[src/rtl/seg7_scan.sv]
`default_nettype none
// ============================================================================
//  Module   : seg7_scan
//  Function : Time-multiplexed multi-digit 7-segment driver with frame-aligned,
//             tear-free loads. Optional macro: LEADING_ZERO_BLANK_EN.
//  Revision : 1.0 - initial release
// ============================================================================
module seg7_scan #(
    parameter int DIGITS = 4,
    parameter int DIV    = 1000
) (
    input  logic                  clk,
    input  logic                  rst_n,
    input  logic                  load,
    input  logic [4*DIGITS-1:0]   data_in,
    input  logic [DIGITS-1:0]     dp_in,
    input  logic [DIGITS-1:0]     blank_in,
    output logic                  done,
    output logic [6:0]            y,
    output logic                  dp,
    output logic [DIGITS-1:0]     an
);

    localparam int                 CNT_W    = $clog2(DIV);
    localparam int                 IDX_W    = (DIGITS > 1) ? $clog2(DIGITS) : 1;
    localparam logic [CNT_W-1:0]   CNT_LAST = CNT_W'(DIV - 1);
    localparam logic [IDX_W-1:0]   IDX_LAST = IDX_W'(DIGITS - 1);

    logic [CNT_W-1:0]    cnt_q, cnt_d;
    logic [IDX_W-1:0]    idx_q, idx_d;
    logic                pend_q, pend_d;
    logic [4*DIGITS-1:0] p_data_q, p_data_d;
    logic [DIGITS-1:0]   p_dp_q, p_dp_d;
    logic [DIGITS-1:0]   p_blank_q, p_blank_d;
    logic [4*DIGITS-1:0] d_data_q, d_data_d;
    logic [DIGITS-1:0]   d_dp_q, d_dp_d;
    logic [DIGITS-1:0]   d_blank_q, d_blank_d;
    logic                done_q, done_d;
    logic [6:0]          y_q, y_d;
    logic                dp_q, dp_d;
    logic [DIGITS-1:0]   an_q, an_d;

    logic                tick;
    logic                boundary;
    logic [DIGITS-1:0]   lz_blank;
    logic                higher_zero;
    logic [3:0]          sel_nib;
    logic                sel_dp;
    logic                sel_blank;

    function automatic logic [6:0] seg_decode(input logic [3:0] n);
        case (n)
            4'h0:    seg_decode = 7'b1111110;
            4'h1:    seg_decode = 7'b0110000;
            4'h2:    seg_decode = 7'b1101101;
            4'h3:    seg_decode = 7'b1111001;
            4'h4:    seg_decode = 7'b0110011;
            4'h5:    seg_decode = 7'b1011011;
            4'h6:    seg_decode = 7'b1011111;
            4'h7:    seg_decode = 7'b1110000;
            4'h8:    seg_decode = 7'b1111111;
            4'h9:    seg_decode = 7'b1111011;
            4'hA:    seg_decode = 7'b1110111;
            4'hB:    seg_decode = 7'b0011111;
            4'hC:    seg_decode = 7'b1001110;
            4'hD:    seg_decode = 7'b0111101;
            4'hE:    seg_decode = 7'b1001111;
            default: seg_decode = 7'b1000111;
        endcase
    endfunction

    assign tick     = (cnt_q == CNT_LAST);
    assign boundary = tick && (idx_q == IDX_LAST);

    // Prescaler, digit index and the pending/display word handoff
    always_comb begin
        cnt_d     = tick ? '0 : cnt_q + 1'b1;
        idx_d     = idx_q;
        pend_d    = pend_q;
        p_data_d  = p_data_q;
        p_dp_d    = p_dp_q;
        p_blank_d = p_blank_q;
        d_data_d  = d_data_q;
        d_dp_d    = d_dp_q;
        d_blank_d = d_blank_q;
        done_d    = 1'b0;

        if (tick) begin
            idx_d = (idx_q == IDX_LAST) ? '0 : idx_q + 1'b1;
        end

        if (boundary && load) begin
            // A load landing on the boundary bypasses (and discards) P
            d_data_d  = data_in;
            d_dp_d    = dp_in;
            d_blank_d = blank_in;
            pend_d    = 1'b0;
            done_d    = 1'b1;
        end else if (boundary && pend_q) begin
            d_data_d  = p_data_q;
            d_dp_d    = p_dp_q;
            d_blank_d = p_blank_q;
            pend_d    = 1'b0;
            done_d    = 1'b1;
        end else if (load) begin
            p_data_d  = data_in;
            p_dp_d    = dp_in;
            p_blank_d = blank_in;
            pend_d    = 1'b1;
        end
    end

`ifdef LEADING_ZERO_BLANK_EN
    // Walk from the top digit down; a digit is suppressed while everything
    // at and above it is zero. Digit 0 always stays lit.
    always_comb begin
        higher_zero = 1'b1;
        lz_blank    = '0;
        for (int i = DIGITS - 1; i >= 0; i--) begin
            higher_zero = higher_zero & (d_data_q[4*i +: 4] == 4'h0);
            lz_blank[i] = higher_zero & (i != 0);
        end
    end
`else
    assign higher_zero = 1'b0;
    assign lz_blank    = '0;
`endif

    // Output stage: decode the digit currently selected by idx
    always_comb begin
        sel_nib   = 4'h0;
        sel_dp    = 1'b0;
        sel_blank = 1'b0;
        an_d      = '0;
        for (int i = 0; i < DIGITS; i++) begin
            if (idx_q == IDX_W'(i)) begin
                sel_nib   = d_data_q[4*i +: 4];
                sel_dp    = d_dp_q[i];
                sel_blank = d_blank_q[i] | lz_blank[i];
                an_d[i]   = 1'b1;
            end
        end
        y_d  = sel_blank ? 7'b0 : seg_decode(sel_nib);
        dp_d = sel_dp & ~sel_blank;
    end

    always_ff @(posedge clk) begin
        if (!rst_n) begin
            cnt_q     <= '0;
            idx_q     <= '0;
            pend_q    <= 1'b0;
            p_data_q  <= '0;
            p_dp_q    <= '0;
            p_blank_q <= '0;
            d_data_q  <= '0;
            d_dp_q    <= '0;
            d_blank_q <= '0;
            done_q    <= 1'b0;
            y_q       <= '0;
            dp_q      <= 1'b0;
            an_q      <= '0;
        end else begin
            cnt_q     <= cnt_d;
            idx_q     <= idx_d;
            pend_q    <= pend_d;
            p_data_q  <= p_data_d;
            p_dp_q    <= p_dp_d;
            p_blank_q <= p_blank_d;
            d_data_q  <= d_data_d;
            d_dp_q    <= d_dp_d;
            d_blank_q <= d_blank_d;
            done_q    <= done_d;
            y_q       <= y_d;
            dp_q      <= dp_d;
            an_q      <= an_d;
        end
    end

    assign done = done_q;
    assign y    = y_q;
    assign dp   = dp_q;
    assign an   = an_q;

endmodule
`default_nettype wire
[config.mk]
export PLATFORM = sky130hd
export DESIGN_NAME = seg7_scan
export DESIGN_NICKNAME = d
export VERILOG_FILES = /design/src/rtl/seg7_scan.sv
export SDC_FILE = /design/constraint.sdc
export NUM_CORES = 1
export LEC_CHECK = 0
export ABC_CLOCK_PERIOD_IN_PS = 6130
export CAP_MARGIN = 15
export CORE_ASPECT_RATIO = 0.6
export CORE_MARGIN = 2
export CORE_UTILIZATION = 30
export DETAILED_ROUTE_END_ITERATION = 16
export GPL_TIMING_DRIVEN = 0
export PLACE_DENSITY_LB_ADDON = 0.1
export SLEW_MARGIN = 5
export SYNTH_ARGS = -nofsm -noshare
export SYNTH_HDL_FRONTEND = slang
export SYNTH_SLANG_ARGS = --single-unit
[constraint.sdc]
create_clock -name clk -period 6.13 [get_ports clk]
set_input_delay 1.226 -clock clk [delete_from_list [all_inputs] [get_ports clk]]
set_output_delay 1.226 -clock clk [all_outputs]
set_load 0.005 [all_outputs]
==> summary.md <==
| Metric | Value |
|---|---|
| Critical path required time | 6.32 ns |
| Area Growth Syn to Fin | 26.3% |
| Post-synthesis sequential area ratio | 44.3% |
| Largest net degree at the start of global routing | 13 |
| Rows | 29 |
| CP arrival | 3.26 ns |
| Avg WL per Cell | 15.2 um |
| Post-CTS Resized | 0 |
| Routed Antenna Nets | 0 |
| H-tree depth reported by CTS | 3 |
| Max Clock Freq | 326 MHz |
| Cell count after synthesis | 400 |
| FF-to-FF setup slack | 3.21 ns |
| Worst Hold Class | flip-flop to flip-flop |
| Post-Synth XOR/XNOR Area | 1.57% |
| Slowest Stage Delay on Critical Path | 0.51 ns |
| CP max-delay cell | clkdlybuf4s50_1 |
| Non-filler cells, final | roughly 590 |
| Area contributors post-synth | dfxtp_1 44%, nor2_1 6.8%, nand2_1 6.7% |
| Async set-reset flop share out of synthesis | 0% |
| RSZ-0062 raised after global routing | no |
| Number of enable flip-flop cells after synthesis | 0 |
| Reg2reg path depth | 10 |
| Total grt overflow | 0 |
| Largest family of logic cells by synthesized area | simple AND/OR/NAND/NOR gates |
| Worst setup path endpoint | p_blank_q[2] |
| Final hold vios | 0 |
| Footprint of the multi-input gates | 1700 um^2 |
| Final Power | 0.00113 W |
| Final setup viols | 0 |
| CTS buffer count | 9 |
| Full die area | 12000 um^2 |
| Synth Flop Type | dfxtp_1 |
| Height of the die | roughly 86 um |
| Die X | about 140 um |
| CTS Buffer Depth | 2 |
| Mux contribution to synthesized area | roughly 1.2% |
| DR iter-0 viols | 180 |
| Final #Nets | between 400 and 500 |
| Port bufs | 39 |
| Final WL | 9.03 mm |
| Yosys top cell area share | 44.3% |
| Yosys warns | 0 |
| Cell Area, Synth | 3350 um^2 |
| Tot GR Track Use | roughly 16% |
| CTS Sinks | 74 |
| Root buf cell | clkbuf_16 |
| Most numerous cell in the Yosys netlist | dfxtp_1 |
| CTS tree | done |
| Clock-pin slew on the worst setup and hold paths | 0.06 ns |
| Crit Path Class | input port to flip-flop |
| Final HPWL DP | 6.50 mm |
| Share of layout cells above drive strength 1 | between 10% and 20% |
| Fillcell total | 1101 |
| ANT cells | 0 |
| Setup_tns | 0 ns |
| Crit-path max FO | 10 |
| Via count | roughly 2900 |
| Vias/cell | 4.89 |
| Final worst clock skew | 0.00623 ns |
| Num ports | 40 |
| Placed Instances | 578 |
| FF-to-FF End | y[1] |
| Final period util | 50.0% |
| Pins Over Slew Limit | 0 |
| First-pass GRT wire length | 14.8 mm |
| Worst path cell trace | clkdlybuf4s50_1 > clkinv_1 > a21oi_1 > buf_2 > clkbuf_1 > o21ai_0 |
| Status | finished clean |
| Number of max-cap violations | 0 |
| GP Congestion | 0.780 |
| Yosys top cell by area | dfxtp_1 |
| CP endpoint kind | flip-flop |
| Initial Util | 31.3% |
| Vias in the first global route | 2672 |
| Crit path time final | 3.07 ns |
| DR pass1 iterations | 4 |
| Syn_area_per_cell | approximately 8.4 um^2 |
| Worst setup SP type | input port |
| CP Launch Point | load |
| Pwr Density | 267 nW/um^2 |
| Core Footprint | 10700 um^2 |
| Leakage power | about 1.6 nW |
| R2R Path Start | idx_q[0] |
| Initial antenna violation count | 0 |
| Post-Synth Simple-Gate Area | approximately a quarter |
| Synth Area in Compound Gates | 18.7% |
| Synth cell types | 41 |
| Worst-skew pair later-pin latency | 0.33 ns |
| Worst Max-Slew Pin Slew | 0.817 ns |
| DRC Markers | 0 |
| Post-Syn Nets | 439 |
| Register area | ~1500 um^2 |
| Synthesis-stage register bit count | 74 |
| VDD IR max | 121 uV |
| Top cells by count, synth | 74 x dfxtp_1, 61 x nor2_1, 60 x nand2_1 |
| Hold_buf cts | 0 |
| Adder-Cell Fraction of Synth Area | ~4.5% |
| Setup bufs post-CTS | 0 |
| Rel. slew slack | 45.1% |
## worst max-delay path: cells and delay by family
family / cells / cell delay, ns
buffers and inverters: 4 / 1.55
AOI/OAI and AO/OA: 2 / 0.49
## per-layer routing
metal	up-vias	track usage, %	part of all wire, %
met4	0	4.04	0.89
met5	-	0	0
met1	1363	24.4	55
li1	1466	-	-
met3	8	4.52	5.5
met2	68	21.7	39
## sequential cells by signal, indices dropped and copies added, names as in the netlist
name and count:
p_dp_q 4, dp 1, d_dp_q 4, an 4
p_data_q 16, idx_q 2, cnt_q 10, pend_q 1
d_data_q 16, p_blank_q 4, done 1, d_blank_q 4
y 7
## per-stage QoR
step,hold WS (ns),area (um^2),utilization (%),setup slack [ns]
2_1_floorplan,0.425,3350,-,3.84
3_3_place_gp,0.442,3910,36.5,2.71
3_5_place_dp,0.446,3910,36.5,2.74
4_1_cts,0.460,4230,39.5,3.05
5_1_grt,0.473,4230,39.5,2.91
6_report,0.457,4230,39.5,3.06
## placed cells by master, fill, tap and decap left out, drive strengths merged, types with 2 or more instances in the layout
cell / synthesis / layout
dfxtp: 74 / 74
mux2i: 3 / 3
or3: 2 / 2
clkbuf: 15 / 27
and2: 5 / 5
xnor2: 2 / 2
clkdlybuf4s50: 0 / 39
nor2: 62 / 62
xor2: 4 / 4
nand2b: 3 / 3
a21oi: 11 / 11
a211o: 3 / 3
buf: 11 / 11
and3: 3 / 3
clkinv: 1 / 4
nor2b: 6 / 6
nand2: 60 / 60
nor3: 2 / 2
nand3b: 4 / 4
nand3: 28 / 28
ha: 12 / 12
o21ai: 29 / 29
o31ai: 24 / 24
o22ai: 2 / 2
inv: 10 / 10
a211oi: 9 / 9
nor3b: 4 / 4
## worst min path at each step
stage,startpoint,endpoint,slack (ns),cells past startpoint
2_1_floorplan,d_blank_q[0],d_blank_q[0],0.42,2
3_3_place_gp,d_data_q[15],d_data_q[15],0.44,2
3_5_place_dp,d_dp_q[0],d_dp_q[0],0.45,2
4_1_cts,d_dp_q[0],d_dp_q[0],0.46,2
5_1_grt,p_blank_q[1],p_blank_q[1],0.47,2
6_report,d_blank_q[2],d_blank_q[2],0.46,2
## logic make-up after synthesis
group,after synthesis
AO/OA/AOI/OAI,84
XOR/XNOR,6
adder cells (fa/ha/maj),12
buffers and inverters,37
flip-flops,74
multiplexers,4
AND/OR/NAND/NOR,183
## report_power, final
group          internal (W)  leakage (nW)  switching, W
Sequential         0.000495         0.604    0.00000718
Combinational     0.0000326         0.790     0.0000418
Clock              0.000348         0.159      0.000204
Total              0.000875          1.55      0.000253
## final cells by class
cell class	count	area share, %
buffer	26	2.99
clock buffer	12	6.31
clock inverter	4	1.15
inverter	11	0.977
multi-input combinational	289	40.2
sequential	74	35.1
tap	139	4.11
timing repair buffer	39	9.24
Power figures use the tool's default switching activity.
